==> src/rtl/calc_pkg.sv <==
// Shared key codes and entry FSM states for the calculator front end.
package calc_pkg;

  localparam int unsigned KEY_W = 5;

  localparam logic [KEY_W-1:0] KEY_CLEAR = 5'h10;
  localparam logic [KEY_W-1:0] KEY_BKSP  = 5'h11;
  localparam logic [KEY_W-1:0] KEY_NEG   = 5'h12;
  localparam logic [KEY_W-1:0] KEY_ENTER = 5'h13;

  typedef enum logic [1:0] {
    INIT = 2'd0,
    IDLE = 2'd1,
    DISP = 2'd2,
    SEND = 2'd3
  } entry_state_t;

endpackage

==> src/rtl/operand_entry.sv <==
// Builds a sign+magnitude hex operand from keypad codes, pushes each new value
// to the display port and hands the finished operand out on ENTER.
module operand_entry
  import calc_pkg::*;
#(
  parameter int unsigned DATA_WIDTH = 16,
  parameter int unsigned MAX_DIGITS = DATA_WIDTH / 4
) (
  input  logic                  clk,
  input  logic                  rst,
  input  logic [KEY_W-1:0]      i_key,
  input  logic                  i_key_valid,
  output logic                  o_key_ready,
  output logic [DATA_WIDTH-1:0] o_disp_data,
  output logic                  o_disp_2s_comp,
  output logic                  o_disp_valid,
  input  logic                  i_disp_ready,
  output logic [DATA_WIDTH-1:0] o_op_data,
  output logic                  o_op_valid,
  input  logic                  i_op_ready
);

  localparam int unsigned CNT_W = $clog2(MAX_DIGITS + 1);
  localparam logic [CNT_W-1:0] MAX_CNT = CNT_W'(MAX_DIGITS);

  entry_state_t          r_state, w_state_n;
  logic [DATA_WIDTH-1:0] r_mag, w_mag_n;
  logic                  r_neg, w_neg_n;
  logic [CNT_W-1:0]      r_cnt, w_cnt_n;
  logic [DATA_WIDTH-1:0] r_disp_data, w_disp_data_n;
  logic                  r_disp_neg, w_disp_neg_n;
  logic [DATA_WIDTH-1:0] r_op_data, w_op_data_n;
  logic                  w_load_disp;

  function automatic logic [DATA_WIDTH-1:0] to_value(input logic [DATA_WIDTH-1:0] mag,
                                                     input logic                  neg);
    return neg ? (~mag + DATA_WIDTH'(1)) : mag;
  endfunction

  always_ff @(posedge clk) begin
    if (rst) begin
      r_state     <= INIT;
      r_mag       <= '0;
      r_neg       <= 1'b0;
      r_cnt       <= '0;
      r_disp_data <= '0;
      r_disp_neg  <= 1'b0;
      r_op_data   <= '0;
    end else begin
      r_state     <= w_state_n;
      r_mag       <= w_mag_n;
      r_neg       <= w_neg_n;
      r_cnt       <= w_cnt_n;
      r_disp_data <= w_disp_data_n;
      r_disp_neg  <= w_disp_neg_n;
      r_op_data   <= w_op_data_n;
    end
  end

  always_comb begin
    w_state_n     = r_state;
    w_mag_n       = r_mag;
    w_neg_n       = r_neg;
    w_cnt_n       = r_cnt;
    w_op_data_n   = r_op_data;
    w_load_disp   = 1'b0;
    w_disp_data_n = r_disp_data;
    w_disp_neg_n  = r_disp_neg;

    case (r_state)
      INIT: begin
        w_state_n   = DISP;
        w_load_disp = 1'b1;
      end
      IDLE: begin
        if (i_key_valid) begin
          if (i_key < KEY_CLEAR) begin
            // Leading zeros and digits beyond capacity are swallowed silently.
            if ((r_cnt < MAX_CNT) && !((i_key[3:0] == 4'h0) && (r_cnt == '0))) begin
              w_mag_n     = (r_mag << 4) | DATA_WIDTH'(i_key[3:0]);
              w_cnt_n     = r_cnt + CNT_W'(1);
              w_state_n   = DISP;
              w_load_disp = 1'b1;
            end
          end else begin
            case (i_key)
              KEY_CLEAR: begin
                w_mag_n     = '0;
                w_neg_n     = 1'b0;
                w_cnt_n     = '0;
                w_state_n   = DISP;
                w_load_disp = 1'b1;
              end
              KEY_BKSP: begin
                if (r_cnt != '0) begin
                  w_mag_n     = r_mag >> 4;
                  w_cnt_n     = r_cnt - CNT_W'(1);
                  w_neg_n     = (r_cnt == CNT_W'(1)) ? 1'b0 : r_neg;
                  w_state_n   = DISP;
                  w_load_disp = 1'b1;
                end
              end
              KEY_NEG: begin
                if (r_mag != '0) begin
                  w_neg_n     = ~r_neg;
                  w_state_n   = DISP;
                  w_load_disp = 1'b1;
                end
              end
              KEY_ENTER: begin
                w_op_data_n = to_value(r_mag, r_neg);
                w_state_n   = SEND;
              end
              default: ;
            endcase
          end
        end
      end
      DISP: begin
        if (i_disp_ready) w_state_n = IDLE;
      end
      SEND: begin
        if (i_op_ready) begin
          w_mag_n     = '0;
          w_neg_n     = 1'b0;
          w_cnt_n     = '0;
          w_state_n   = DISP;
          w_load_disp = 1'b1;
        end
      end
      default: w_state_n = INIT;
    endcase

    // Display registers only reload on entry to DISP so they hold through backpressure.
    if (w_load_disp) begin
      w_disp_data_n = to_value(w_mag_n, w_neg_n);
      w_disp_neg_n  = w_neg_n;
    end
  end

  assign o_key_ready    = (r_state == IDLE);
  assign o_disp_valid   = (r_state == DISP);
  assign o_op_valid     = (r_state == SEND);
  assign o_disp_data    = r_disp_data;
  assign o_disp_2s_comp = r_disp_neg;
  assign o_op_data      = r_op_data;

endmodule

==> config.mk <==
export PLATFORM = sky130hd
export DESIGN_NAME = operand_entry
export DESIGN_NICKNAME = d
export VERILOG_FILES = /design/src/rtl/calc_pkg.sv /design/src/rtl/operand_entry.sv
export SDC_FILE = /design/constraint.sdc
export NUM_CORES = 1
export LEC_CHECK = 0
export BUFFER_PORTS_ARGS = -buffer_cell sky130_fd_sc_hd__buf_2
export CAP_MARGIN = 25
export CORE_UTILIZATION = 50
export DETAILED_ROUTE_END_ITERATION = 12
export PLACE_DENSITY = 0.68
export SETUP_SLACK_MARGIN = 0.4
export SYNTH_ARGS = -nofsm -noshare
export SYNTH_HDL_FRONTEND = slang
export SYNTH_SLANG_ARGS = --single-unit
==> constraint.sdc <==
create_clock -name clk -period 4.9 [get_ports clk]
set_input_delay 0.98 -clock clk [delete_from_list [all_inputs] [get_ports clk]]
set_output_delay 0.98 -clock clk [all_outputs]
set_load 0.02 [all_outputs]
==> run metrics, run 1 <==
Die Height ~85 um; worst hold path class reg -> reg; DIE WIDTH around 85 um; CP most frequent cell ha_1; max_cap viols 0; via count ~3200; clock buffer count from CTS 5; WHS Path Cells 2; Post-DRT Antenna Nets 0; Max Slew Vio Count 0; status finished, final reports clean; filler cell count about 640; CP Cell Sequence ha_1 -> mux2_2 -> o21ai_1 -> or2_1 -> a222oi_1 -> ha_1 -> o221ai_1 -> a211oi_1 -> o21ai_0 -> nor3_2 -> nand3b_1 -> a41oi_1; die area roughly 7200 um2; CTS tree done; leak pwr 1.50 nW; clk root buf clkbuf_8; post-synth cell types 62; Synth warnings 0; post-synthesis register bit count between 50 and 60; CP startpoint kind register; minimum clock period 4020 ps; layout cells sized above 1 0.172; CP max FO 16; number of global-route vias before repair 2936; iteration-0 DRC count of the detailed router 280; Final TNS setup 0 ps; Achievable Freq 249 MHz; global-route wire length before repair 14.5 mm; final period utilization 0.821; Site Rows 29; unrepaired setup endpoints after global routing no; HP Start o_disp_data[1]; CP startpoint r_state[0]; EDFF count, synth 0; Largest stage delay, worst path ~550 ps; clock skew approximately 5.6 ps; FF-to-FF Start r_state[0]; Routed WL about 8.6 mm; H-tree depth 2; Synth Flop Type dfxtp_1; CTS Sinks 55; first-pass detailed-route iteration total 5; DRC viols 0; Seq/Total Area, Yosys 0.320; largest net degree at the start of global routing 60; # setup viols final 0; Crit path max-delay family compound AO/OA/AOI/OAI gates; syn avg cell area slightly above 8 um2; syn nets 444; critical path type reg -> reg; Worst Hold Path EP o_disp_data[1]; Max clock buf depth 2; Crit path arrival time approximately 4300 ps; gr ovfl total 0; Via density approximately 6.1; detailed placer's ending HPWL roughly 6.2 mm; Post-synth ARST share 0; Post-Syn Instances about 420; Final Hold Fails 0; P&R area growth vs syn 10.8%; total core area about 6500 um2; flop-to-flop setup slack 880 ps; CTS Hold Bufs 0; Critical path buffers and inverters 0; Avg WL per Cell roughly 16 um; Non-Filler Instances 530; Final nets ~470; hold slack about 480 ps; slew of the pin with the lowest slew margin 758 ps; CP Data Required Time ~5000 ps; Peak VDD IR roughly 0.21 mV; slowest stage cell on the critical path a222oi_1; I/O Buffers between 40 and 50; placed cells slightly above 500; critical path capture point type register; Synth Cell Area about 3400 um2; Initial Utilization 0.531; clock-pin slew on the worst setup and hold paths roughly 100 ps; initial antenna violation count 0; Placer Congestion ~0.89; Pwr Density 223 nW/um2; clk_lat worst skew about 310 ps; Antenna Cells 0; Top Ports 46; Max-slew headroom 0.492; GRT Resource Usage Total 0.248; R2R depth 12; reg2reg end o_disp_data[14]
## area by class of cell
cell class	instances	area, um2	share of cell area
Clock buffer	6	82.6	0.0216
Timing Repair Buffer	53	318	0.0832
Multi-Input combinational cell	325	2160	0.566
Inverter	12	45.0	0.0118
Tap cell	77	96.3	0.0252
Sequential cell	55	1100	0.288
Clock inverter	2	16.3	0.00426
## flip-flops by register name (all words and copies together) (netlist names)
register        count
r_state             2
r_cnt               3
o_op_data          16
o_disp_data        16
r_mag              16
r_neg               1
o_disp_2s_comp      1
## cells by family (layout without fill, tap and decap cells)
logic type,after synthesis,after routing,synth area share
buffers and inverters,44,73,0.0545
flip-flops,55,55,0.320
multiplexers,15,15,0.0447
XOR/XNOR,20,20,0.0508
adder cells (fa/ha/maj),10,10,0.0363
AND/OR/NAND/NOR,155,155,0.231
AO/OA/AOI/OAI,125,125,0.263
## worst max-delay path by stage
stage | to | cells after the start
2_1_floorplan | o_disp_data[14] | 15
3_3_place_gp | o_disp_data[14] | 13
3_5_place_dp | o_disp_data[14] | 13
4_1_cts | o_disp_data[14] | 13
5_1_grt | o_disp_data[8] | 13
6_report | o_disp_data[14] | 12
## where the power goes
part / leakage (nW) / total, mW / internal (mW) / switching, mW
Clock: 0.0474 / 0.267 / 0.116 / 0.151
Combinational: 1.01 / 0.127 / 0.0446 / 0.0823
Sequential: 0.443 / 0.456 / 0.451 / 0.00514
Total: 1.50 / 0.850 / 0.612 / 0.239
## per-layer routing
layer / vias up / global-route usage / wire, um
li1: 1604 / - / -
met1: 1486 / 0.359 / 4230
met2: 113 / 0.382 / 3770
met3: 17 / 0.0486 / 504
met4: 0 / 0.0570 / 105
met5: - / 0 / 0
## metrics by stage
stage / instance area, um2 / utilization / total power [mW] / setup slack, ps
finish: 3820 / 0.588 / 0.850 / 877
global route: 3820 / 0.588 / 0.888 / 513
CTS: 3760 / 0.579 / 0.852 / 674
detailed placement: 3660 / 0.564 / 0.590 / 489
global placement: 3660 / 0.564 / 0.588 / 688
floorplan: 3450 / - / 0.557 / 925
## layout by cell type, fill, tap and decap left out, drive strengths merged, types with 12 or more instances in the layout
cell / Yosys / layout
a21oi: 24 / 24
nand2: 30 / 30
a211oi: 22 / 22
xor2: 13 / 13
dfxtp: 55 / 55
nor2: 62 / 62
o21ai: 18 / 18
mux2i: 12 / 12
inv: 12 / 12
buf: 11 / 53
## tightest hold or removal path, delay by kind of cell, from the launching register on
kind | cells | cell delay, ps
AOI/OAI and AO/OA | 1 | 60
and+or+nand+nor | 1 | 50
DFF | 1 | 330
## timing repair
action                                  4_1_cts  5_1_grt
endpoints found under the setup margin        0        5
setup buffers                                 0        1
gates resized for setup                       0        1
## Yosys cell counts, drive strengths merged, types with 6 or more instances
cell type / n / area share
a31oi: 6 / 0.011
inv: 12 / 0.013
a211oi: 22 / 0.053
or2: 6 / 0.011
or3: 7 / 0.013
a22o: 7 / 0.018
nand3b: 10 / 0.022
xor2: 13 / 0.033
o21a: 8 / 0.017
mux2i: 12 / 0.035
buf: 11 / 0.019
nand2: 30 / 0.033
xnor2: 7 / 0.018
nor2b: 7 / 0.013
o21ai: 18 / 0.026
nor2: 62 / 0.068
ha: 10 / 0.036
dfxtp: 55 / 0.32
nor3: 7 / 0.012
a21oi: 24 / 0.035
clkbuf: 21 / 0.023
(Power assumes the default switching activity.)
==> run 2: changes to the inputs <==
PLACE_DENSITY = 0.7   (was 0.68)
clock period = 3.7 ns   (was 4.9 ns; I/O delays follow)
==> run 2 against run 1 <==
  * Cell area increased by 4.9%
  * Cell count grew 2.1%
  * Register-to-register slack worse by 270 ps
  * Critical path type is now in -> reg
  * Largest cell class unchanged
  * Largest power group unchanged
==> run metrics, run 2 (synthesis gave the netlist of run 1 again) <==
status finished, final reports clean; clock buffer count from CTS 5 (unchanged); Antenna Cells 0 (unchanged); die area 7230 um2 (unchanged); Critical path buffers and inverters 3 (+3); I/O Buffers 45 (unchanged); final design instance area without fill 4010 um2 (+4.9%); global-route wire length before repair 14.5 mm (+0.19%); CP max FO 11 (-5); critical path capture point type register; Achievable Freq around 320 MHz; gr ovfl total 0 (unchanged); H-tree depth 2 (unchanged); crit path capture o_disp_data[15]; clock skew 7.58 ps (+1.96 ps); slowest stage cell on the critical path or3_1; via count 3287 (+2.1%); hold slack 463 ps (-12.4 ps); minimum clock period approximately 3100 ps; Via density 6.08 (about the same); Max Slew Vio Count 0 (unchanged); clk root buf clkbuf_8; total core area 6490 um2 (unchanged); largest net degree at the start of global routing 60 (unchanged); Max-slew headroom 0.626 (+0.135); reg2reg end o_disp_data[14]; max_cap viols 0 (unchanged); fin util 0.617 (+0.0291); FF-to-FF Start r_cnt[0]; CP startpoint kind primary input; initial antenna violation count 0 (unchanged); CP startpoint i_key[1]; DIE WIDTH 85.0 um (unchanged); unrepaired setup endpoints after global routing no; CTS Sinks 55 (unchanged); R2R depth 14 (+2); Final Hold Fails 0 (unchanged); GRT Resource Usage Total 0.248 (about the same); clock-pin slew on the worst setup and hold paths 90 ps (about the same); first-pass detailed-route iteration total 5 (unchanged); clk_lat worst skew 310 ps (about the same); filler cell count 612 (-4.8%); worst hold path class reg -> reg; detailed placer's ending HPWL 6.24 mm (+0.79%); flop-to-flop setup slack 610 ps (-270 ps); critical path type in -> reg; commonest non-fill, non-tap cell in the layout nor2_1; DP Area 3770 um2 (+2.8%); P&R area growth vs syn 16.3%; CP Cell Sequence clkbuf_4 -> or3_1 -> buf_4 -> o21a_1 -> buf_4 -> a222oi_1 -> o21a_1 -> nand4_4 -> nor4_4 -> nand4_1 -> a31oi_1; Peak VDD IR 0.193 mV (-9.3%); Initial Utilization 0.531 (unchanged); placed cells 526 (+1.3%); Top Ports 46 (unchanged); Worst path depth 11 (-1); Final nets 484 (+2.5%); Non-Filler Instances 541 (+2.1%); Die Height 85.0 um (unchanged); most frequent cells in the layout 61 x nor2_1, 51 x dfxtp_1, 43 x buf_2; CP Data Required Time 3930 ps (-1200 ps); final period utilization 0.847; leak pwr 1.58 nW (+5.2%); layout cells sized above 1 0.224 (+0.0520); Crit path max-delay family simple AND/OR/NAND/NOR gates; Avg WL per Cell 16.0 um (-1.4%); iteration-0 DRC count of the detailed router 272 (-2.9%); slew of the pin with the lowest slew margin 557 ps (-200 ps); pre-CTS setup slack -14.0 ps (-503 ps); Routed WL 8.66 mm (+0.60%); Largest stage delay, worst path 400 ps (-150 ps); PnR worst setup slack 566 ps (-311 ps); Pwr Density 295 nW/um2 (+33%); Post-DRT Antenna Nets 0 (unchanged); Max clock buf depth 2 (unchanged); Site Rows 29 (unchanged); CTS tree done; Placer Congestion 0.894 (+0.78%); number of global-route vias before repair 2993 (+1.9%); Crit path arrival time 3370 ps (-890 ps); # setup viols final 0 (unchanged); DRC viols 0 (unchanged); CTS Hold Bufs 0 (unchanged)
run 2: cell type report:
type	instances	area [um2]	share of cell area
clock inverter	1	30.0	0.00749
multi-input combinational	325	2250	0.560
inverter	12	48.8	0.0122
tap	77	96.3	0.0240
timing repair buffer	65	405	0.101
clock buffer	6	72.6	0.0181
sequential	55	1110	0.277
run 2: worst min-delay path by stage:
stage / startpoint / endpoint / slack, ps / cells after the start
after detailed placement: o_disp_data[1] / o_disp_data[1] / 450 / 2
final: o_disp_data[1] / o_disp_data[1] / 460 / 2
after CTS: o_disp_data[1] / o_disp_data[1] / 470 / 2
after global routing: o_disp_data[1] / o_disp_data[1] / 490 / 2
after floorplan: r_cnt[1] / r_cnt[1] / 480 / 2
after global placement: o_disp_data[1] / o_disp_data[1] / 440 / 2
run 2: worst register-to-register path, delay by kind of cell (launching register included):
kind | cells | cell delay, ps
adder cells (fa/ha/maj) | 2 | 500
flip-flops | 1 | 380
AO/OA/AOI/OAI | 7 | 1360
buffers and inverters | 1 | 70
AND/OR/NAND/NOR | 4 | 720
run 2: stage by stage:
stage | power, mW | TNS [ps]
CTS | 1.18 | 0
detailed placement | 0.791 | -14.0
floorplan | 0.745 | 0
global placement | 0.788 | 0
global route | 1.24 | 0
finish | 1.18 | 0
run 2: routing by layer:
layer	up-vias	global-route usage	part of all wire
met3	22	0.0506	0.060
met4	0	0.0786	0.019
met2	115	0.380	0.44
met1	1522	0.350	0.48
met5	-	0	0
li1	1628	-	-
run 2: report_power, final:
part / total [mW] / internal, mW / switching, mW / leakage [nW]
combinational: 0.190 / 0.0744 / 0.116 / 1.08
clock: 0.387 / 0.199 / 0.188 / 0.0513
sequential: 0.606 / 0.598 / 0.00815 / 0.445
run 2: repair_timing:
action | 4_1_cts | 5_1_grt
pin swaps | 4 | 5
gates resized for setup | 5 | 11
setup buffers | 3 | 4
setup endpoints to repair | 3 | 5
